<file path="config.mk">
export PLATFORM = sky130hd
export DESIGN_NAME = dma_bus_controller
export DESIGN_NICKNAME = d
export VERILOG_FILES = /design/src/rtl/dma_bus_controller.sv
export SDC_FILE = /design/constraint.sdc
export NUM_CORES = 1
export LEC_CHECK = 0
export BUFFER_PORTS_ARGS = -buffer_cell sky130_fd_sc_hd__buf_2
export CORE_MARGIN = 2
export CORE_UTILIZATION = 53
export DETAILED_ROUTE_END_ITERATION = 8
export GPL_ROUTABILITY_DRIVEN = 1
export PLACE_DENSITY = 0.81
export SETUP_SLACK_MARGIN = 0.02
export SLEW_MARGIN = 20
export SYNTH_ARGS = -nofsm -noshare
export SYNTH_HDL_FRONTEND = slang
export SYNTH_SLANG_ARGS = --single-unit
</file>
<file path="constraint.sdc">
create_clock -name clk -period 2.7 [get_ports clk]
set_clock_uncertainty 0.05 [all_clocks]
set_input_delay 0.405 -clock clk [delete_from_list [all_inputs] [get_ports clk]]
set_output_delay 0.405 -clock clk [all_outputs]
set_load 0.02 [all_outputs]
</file>
<file path="src/rtl/dma_bus_controller.sv">
// dma_bus_controller
//   Block-copy DMA engine for the single-cycle MIPS data bus. Copies dma_len
//   words from dma_src to dma_dst, one READ/WRITE pair per word, stalling the
//   CPU through hal while it owns the data-memory port. All outputs are
//   decoded from registered state only, so nothing combinationally depends on
//   an input.
//
//   Optional feature macro: DMA_BURST_LIMIT_EN
//     When defined, at most BURST_MAX words are moved per bus tenure.
//     Afterwards the controller re-arbitrates through ARB, which gives the CPU
//     at least one unhalted cycle.
//     When undefined, the whole transfer runs in one tenure.
//
//   Ports
//     clk, rst        : clock, synchronous active-high reset
//     dma_start       : one-cycle request pulse (honoured only in IDLE)
//     dma_src/dst/len : transfer parameters, latched on start
//     cpu_mem_access  : CPU load/store this cycle (arbitration input)
//     mem_rdata       : data memory / io read data
//     hal             : CPU halt while DMA owns the bus
//     bus_grant_dma   : data-bus mux select, 1 = DMA source
//     dma_addr        : bus address while granted
//     dma_wdata       : bus write data while granted
//     dma_memread     : read strobe
//     dma_memwrite    : write strobe
//     dma_busy        : transfer in progress
//     dma_done        : one-cycle completion pulse
module dma_bus_controller #(
  parameter int unsigned ADDR_W    = 32,
  parameter int unsigned DATA_W    = 32,
  parameter int unsigned LEN_W     = 16,
  parameter int unsigned ADDR_STEP = 4,
  parameter int unsigned BURST_MAX = 8
) (
  input  logic              clk,
  input  logic              rst,
  input  logic              dma_start,
  input  logic [ADDR_W-1:0] dma_src,
  input  logic [ADDR_W-1:0] dma_dst,
  input  logic [LEN_W-1:0]  dma_len,
  input  logic              cpu_mem_access,
  input  logic [DATA_W-1:0] mem_rdata,
  output logic              hal,
  output logic              bus_grant_dma,
  output logic [ADDR_W-1:0] dma_addr,
  output logic [DATA_W-1:0] dma_wdata,
  output logic              dma_memread,
  output logic              dma_memwrite,
  output logic              dma_busy,
  output logic              dma_done
);

  if (BURST_MAX == 0) begin : g_burst_max_check
    $error("BURST_MAX must be at least 1");
  end

  typedef enum logic [2:0] {
    IDLE,
    ARB,
    READ,
    WRITE,
    DONE
  } state_t;

  state_t            state;
  state_t            state_nxt;
  logic [ADDR_W-1:0] src;
  logic [ADDR_W-1:0] dst;
  logic [LEN_W-1:0]  count;
  logic [DATA_W-1:0] buffer;
  logic              burst_hit;

`ifdef DMA_BURST_LIMIT_EN
  localparam int unsigned BURST_W = $clog2(BURST_MAX + 1);

  // Number of WRITE states completed in the current tenure.
  logic [BURST_W-1:0] burst_cnt;

  assign burst_hit = (burst_cnt == BURST_W'(BURST_MAX - 1));

  always_ff @(posedge clk) begin
    if (rst) begin
      burst_cnt <= '0;
    end else if (state_nxt == ARB) begin
      burst_cnt <= '0;
    end else if (state == WRITE) begin
      burst_cnt <= burst_cnt + 1'b1;
    end
  end
`else
  assign burst_hit = 1'b0;
`endif

  always_comb begin
    state_nxt = state;
    case (state)
      IDLE:  if (dma_start) state_nxt = (dma_len != '0) ? ARB : DONE;
      ARB:   if (!cpu_mem_access) state_nxt = READ;
      READ:  state_nxt = WRITE;
      WRITE: begin
        if (count == LEN_W'(1))  state_nxt = DONE;
        else if (burst_hit)      state_nxt = ARB;
        else                     state_nxt = READ;
      end
      DONE:    state_nxt = IDLE;
      default: state_nxt = IDLE;
    endcase
  end

  always_ff @(posedge clk) begin
    if (rst) begin
      state  <= IDLE;
      src    <= '0;
      dst    <= '0;
      count  <= '0;
      buffer <= '0;
    end else begin
      state <= state_nxt;
      case (state)
        IDLE: begin
          if (dma_start && (dma_len != '0)) begin
            src   <= dma_src;
            dst   <= dma_dst;
            count <= dma_len;
          end
        end
        READ:  buffer <= mem_rdata;
        WRITE: begin
          // Address arithmetic wraps modulo 2^ADDR_W by construction.
          src   <= src + ADDR_W'(ADDR_STEP);
          dst   <= dst + ADDR_W'(ADDR_STEP);
          count <= count - 1'b1;
        end
        default: ;
      endcase
    end
  end

  always_comb begin
    hal           = 1'b0;
    bus_grant_dma = 1'b0;
    dma_addr      = '0;
    dma_wdata     = '0;
    dma_memread   = 1'b0;
    dma_memwrite  = 1'b0;
    dma_busy      = 1'b0;
    dma_done      = 1'b0;
    case (state)
      ARB: dma_busy = 1'b1;
      READ: begin
        dma_busy      = 1'b1;
        hal           = 1'b1;
        bus_grant_dma = 1'b1;
        dma_memread   = 1'b1;
        dma_addr      = src;
      end
      WRITE: begin
        dma_busy      = 1'b1;
        hal           = 1'b1;
        bus_grant_dma = 1'b1;
        dma_memwrite  = 1'b1;
        dma_addr      = dst;
        dma_wdata     = buffer;
      end
      DONE: begin
        dma_busy = 1'b1;
        dma_done = 1'b1;
      end
      default: ;
    endcase
  end

endmodule

</file>
### Word level (Yosys, flattened, before mapping)

Cells that the tools add are included.

| storage, ports and cells | value |
|---|---|
| word-level logic and storage cells | 42 |
| flip-flop bits (word level) | 115 |
| bits of input ports | 116 |

| operators by class | value |
|---|---|
| equal/unequal tests | 8 |
| muxes and demuxes | 18 |
| add/sub/neg operators | 3 |
| reduce and logical (&&, ||, !) cells | 8 |

Operator list:

| operator | count |
|---|---|
| case mux 32 bit (2 select lines) | 3 |
| two-way mux 32 bit | 3 |
| adder 32 x 3 -> 32 bit, second input constant | 2 |
| case mux 16 bit (2 select lines) | 1 |
| == test 16 x 1 -> 1 bit, second input constant | 1 |
| two-way mux 16 bit | 1 |
| nonzero test 16 bit | 1 |
| subtractor 16 x 1 -> 16 bit, second input constant | 1 |
| two-way mux 3 bit | 4 |
| case mux 3 bit (4 select lines) | 1 |
| == test 3 x 2 -> 1 bit, second input constant | 2 |
| inequality test 2 bit, second input constant | 3 |
| two-way mux 1 bit | 5 |
| AND reduction 2 bit | 2 |
| OR reduction 4 bit | 1 |
| == test 3 x 1 -> 1 bit, second input constant | 1 |
| == test 3 bit, second input constant | 1 |
| zero test 3 bit | 1 |
| nonzero test 2 bit | 1 |
| OR reduction 2 bit | 1 |
| logical AND 1 bit | 1 |

### Logic depth before layout (Yosys ltp)

| logic depth | value |
|---|---|
| depth in word-level cells | 4 |
| gate-level depth with buffers | 8 |
| depth with buffers taken out | 7 |

### Least setup slack after synthesis

Ideal clock, no wire load.

| timing | value |
|---|---|
| path type | input to register |
| start | in dma_len[11] |
| end | reg count[0] |
| data arrival time | 2.042 ns |
| setup slack | 0.480 ns |
| cell stages on the path | 6 |
| library setup time | 0.128 ns |
| data required time | 2.522 ns |
| cells stage by stage | or4_4 -> o41ai_2 -> nor2_1 -> buf_2 -> a221oi_1 -> nor2_1 |

| between the ends | value |
|---|---|
| word-level cells in the longest chain between the ends | 4 |

RTL lines:

| what | line | RTL |
|---|---|---|
| start, declared | 40 | `input logic [LEN_W-1:0] dma_len,` |
| nonzero test 16 bit | 121 | `if (dma_start && (dma_len != '0)) begin` |
| logical AND 1 bit | 121 |  |
| inequality test 2 bit (no line) | - |  |
| AND reduction 2 bit (no line) | - |  |
| end signal, assigned | 124 | `count <= dma_len;` |
| end signal, assigned | 132 | `count <= count - 1'b1;` |
| end, declared | 69 | `logic [LEN_W-1:0] count;` |

Every way passes these cells.
A chain may end at the register's enable or synchronous reset.

### Final worst setup path

| timing | value |
|---|---|
| start | reg state[2] |
| end | out dma_wdata[1] |

| between the ends | value |
|---|---|
| word-level cells in the longest chain between the ends | 2 |

RTL lines:

| what | line | RTL |
|---|---|---|
| start, declared | 65 | `state_t state;` |
| start signal, assigned | 118 | `state <= state_nxt;` |
| == test 3 x 2 -> 1 bit | 148 | `case (state)` |
| two-way mux 32 bit | 148 |  |
| end, declared | 46 | `output logic [DATA_W-1:0] dma_wdata,` |

Every way passes these cells.

==> flow_summary.json <==
{
  "run_status": "finished clean",
  "syn-instance-count": 861,
  "inserted_diodes": 0,
  "synthesis.area_per_instance_um2": 7.481,
  "drive_above_1_share_pct": 25.69,
  "worstSkewPairLatency_ns": 0.43,
  "hp-class": "primary input to register",
  "ctsHtreeMaxLevel": 4,
  "synth.most_common_cell": "sky130_fd_sc_hd__nand2_1",
  "synth_edf_count": 0,
  "post_synthesis_instance_area_mm2": 0.006441,
  "setup_ws_ns": 0.2008,
  "yosysUniqueCellTypes": 64,
  "max-cap-violations": 0,
  "ys_top_cells_by_area": "sky130_fd_sc_hd__dfxtp_1, sky130_fd_sc_hd__nand2_1, sky130_fd_sc_hd__a21oi_1",
  "grt_antenna_before_repair": 0,
  "worst_path_cell_trace": "nand3b_1, clkinvlp_4, buf_12, and2_1, buf_2",
  "largest_net_degree_at_the_start_of_global_routing": 63,
  "post_drt_wl_per_cell_um": 17.41,
  "number_of_global_route_vias_before_repair": 6775,
  "hold_viol": 0,
  "netlist.area_leader.share_pct": 35.74,
  "synth_common_cells": "sky130_fd_sc_hd__nand2_1, sky130_fd_sc_hd__dfxtp_1, sky130_fd_sc_hd__a21oi_1",
  "post_dp_cell_area_mm2": 0.007581,
  "synth_ff_type": "sky130_fd_sc_hd__dfxtp_1",
  "tightest_slew_ns": 0.8358,
  "dr_total_vias": 7293,
  "rsz_0062_raised_after_global_routing": "no",
  "postRouteAntennaNets": 0,
  "power_density_mw_per_mm2": 638.3,
  "peakVddDrop_mv": 0.7026,
  "cts_root_buffer_type": "sky130_fd_sc_hd__clkbuf_16",
  "tritoncts.num_buffers": 17,
  "fp.dieW_um": 114.2,
  "pre_cts_setup_slack_ns": 0.08733,
  "clk_transition_reported_paths_ns": 0.06,
  "areaGrowthSynthToFinish_pct": 28.34,
  "grt_first_pass_wirelength_um": 33580,
  "route.final.wire_length_um": 20860,
  "path_class": "register to output port",
  "setup_viol": 0,
  "cp.required_ns": 2.25,
  "fin_crit_sh_pct": 92.56,
  "clock_path_buffers": 2,
  "cts_hold_repair.buffers": 0,
  "power.total_w": 0.005277,
  "yosys.area.top_type": "sky130_fd_sc_hd__dfxtp_1",
  "fp-row-count": 40,
  "cts_sink_cnt": 115,
  "critical-path-max-stage-delay_ns": 0.46,
  "fp.dieArea_mm2": 0.01305,
  "max_freq_ghz": 0.4001,
  "async_reset_ff_share_pct": 0,
  "fin_tns_setup_ns": 0,
  "startpoint_type": "register",
  "drt-vias-per-instance": 6.088,
  "layout.cells.non_filler": 1198,
  "tritoncts_clock_tree": "yes",
  "final-max-slew-violation-count": 0,
  "gr-usage-all-layers_pct": 32.20,
  "layout.cell_area.non_filler_mm2": 0.008267,
  "worst-path-max-fanout": 33,
  "placement.io_buffers": 185,
  "post_synthesis_net_count": 981,
  "max_slew_margin_pct": 43.90,
  "number_of_flip_flops_and_latches_in_the_synthesized_netlist": 115,
  "grt_remaining_overflow": 0,
  "ys_seq_area_share_pct": 35.74,
  "ys_warn_count": 0,
  "first_pass_iters": 7,
  "rd_place_congestion": 0.8987,
  "crit_path_end_kind": "output port",
  "place_inst": 1163,
  "shortest_period_the_worst_path_allows_ns": 2.499,
  "dp_hpwl_um": 14510,
  "drt-initial-drc-count": 779,
  "crit_slowest_cell": "sky130_fd_sc_hd__dfxtp_1",
  "design.portCount": 186,
  "cp.arrival_ns": 2.04,
  "design.final.nets": 1158,
  "floorplan.initialDensity_pct": 53.85,
  "static-leakage-power_nw": 3.391,
  "drc_violation_count_after_routing": 0,
  "core_area_mm2": 0.01196,
  "floorplan.die.height_um": 114.2
}
-- metrics by stage --
stage	util, %	hold WS (ns)
after CTS	68.89	0.1507
after floorplan	-	0.3815
final	69.11	0.1615
after global placement	63.38	0.3872
after global routing	69.11	0.1579
after detailed placement	63.38	0.3921
-- cell families after synthesis --
kind of cell / Yosys count / share of synthesized area [%]
xor gates and xnor gates: 2 / 0.2720
adders and majority gates: 4 / 0.7770
AOI/OAI and AO/OA: 232 / 22.75
buffers and inverters: 79 / 5.089
and+or+nand+nor: 397 / 30.40
muxes: 32 / 4.973
DFF: 115 / 35.74
-- cells in the final DEF (no fill, tap or decap), types with 4 or more instances in the layout --
cell / count
sky130_fd_sc_hd__nor4_1: 12
sky130_fd_sc_hd__nand2_1: 132
sky130_fd_sc_hd__a22oi_1: 6
sky130_fd_sc_hd__clkbuf_16: 17
sky130_fd_sc_hd__a2bb2oi_1: 7
sky130_fd_sc_hd__and2_1: 36
sky130_fd_sc_hd__o221ai_1: 4
sky130_fd_sc_hd__or4_1: 4
sky130_fd_sc_hd__a211oi_1: 5
sky130_fd_sc_hd__nand4_1: 25
sky130_fd_sc_hd__o211ai_1: 13
sky130_fd_sc_hd__or3_1: 10
sky130_fd_sc_hd__buf_12: 4
sky130_fd_sc_hd__nor3_1: 18
sky130_fd_sc_hd__and4_1: 5
sky130_fd_sc_hd__a21oi_1: 97
sky130_fd_sc_hd__o21ai_0: 33
sky130_fd_sc_hd__inv_1: 18
sky130_fd_sc_hd__a31oi_1: 33
sky130_fd_sc_hd__mux2i_1: 32
sky130_fd_sc_hd__bufinv_16: 5
sky130_fd_sc_hd__ha_1: 4
sky130_fd_sc_hd__nor2_1: 91
sky130_fd_sc_hd__nand3_1: 33
sky130_fd_sc_hd__buf_2: 184
sky130_fd_sc_hd__a41oi_1: 7
sky130_fd_sc_hd__and3_1: 7
sky130_fd_sc_hd__buf_4: 30
sky130_fd_sc_hd__dfxtp_1: 114
-- report_power, final --
part           switching (W)  total [W]  leakage, nW  internal [W]
Combinational       0.000461   0.000781         2.13      0.000320
Clock               0.000824    0.00251        0.321       0.00169
Sequential          0.000159    0.00198        0.942       0.00182
-- what timing repair did --
action                                 in CTS  in global routing
resized for setup                           0                  1
setup endpoints to repair                   0                 32
setup buffers                               0                  3
endpoints found under the hold margin       0                  0
-- sequential cells by signal, indices dropped and copies added (netlist names) --
signal / flops
buffer: 32
count: 16
dst: 32
src: 32
state: 3
-- per-layer routing --
layer	track usage [%]	share of wire [%]	vias to the layer above
met5	0	0	-
met4	13.25	2.3	0
met3	9.582	9.6	45
met2	51.47	48	418
met1	40.70	40	3347
li1	-	-	3483
-- final cells by class --
type,instances,area (um2)
Fill cell,1006,3695
Clock inverter,12,202.7
Clock buffer,20,456.7
Inverter,19,75.07
Timing Repair Buffer,218,1226
Tap cell,147,183.9
Sequential cell,115,2303
Multi-Input combinational cell,667,3819
-- worst paths after layout --
| path | startpoint | endpoint | slack [ns] | cells past startpoint |
|---|---|---|---|---|
| max reg2reg | state[2]$_SDFFE_PP0P_ | src[4]$_SDFFE_PP0P_ | 0.33 | 4 |
| min reg2reg | buffer[28]$_SDFFE_PP0N_ | buffer[28]$_SDFFE_PP0N_ | 0.40 | 2 |
| min | mem_rdata[28] | buffer[28]$_SDFFE_PP0N_ | 0.16 | 3 |
| max | state[2]$_SDFFE_PP0P_ | dma_wdata[1] | 0.20 | 5 |
-- critical path: cells and delay by family (launching register included) --
kind          cells  cell delay (ns)
buf+inv           3             0.72
flops             1             0.46
simple gates      2             0.43
Power figures use the tool's default switching activity.
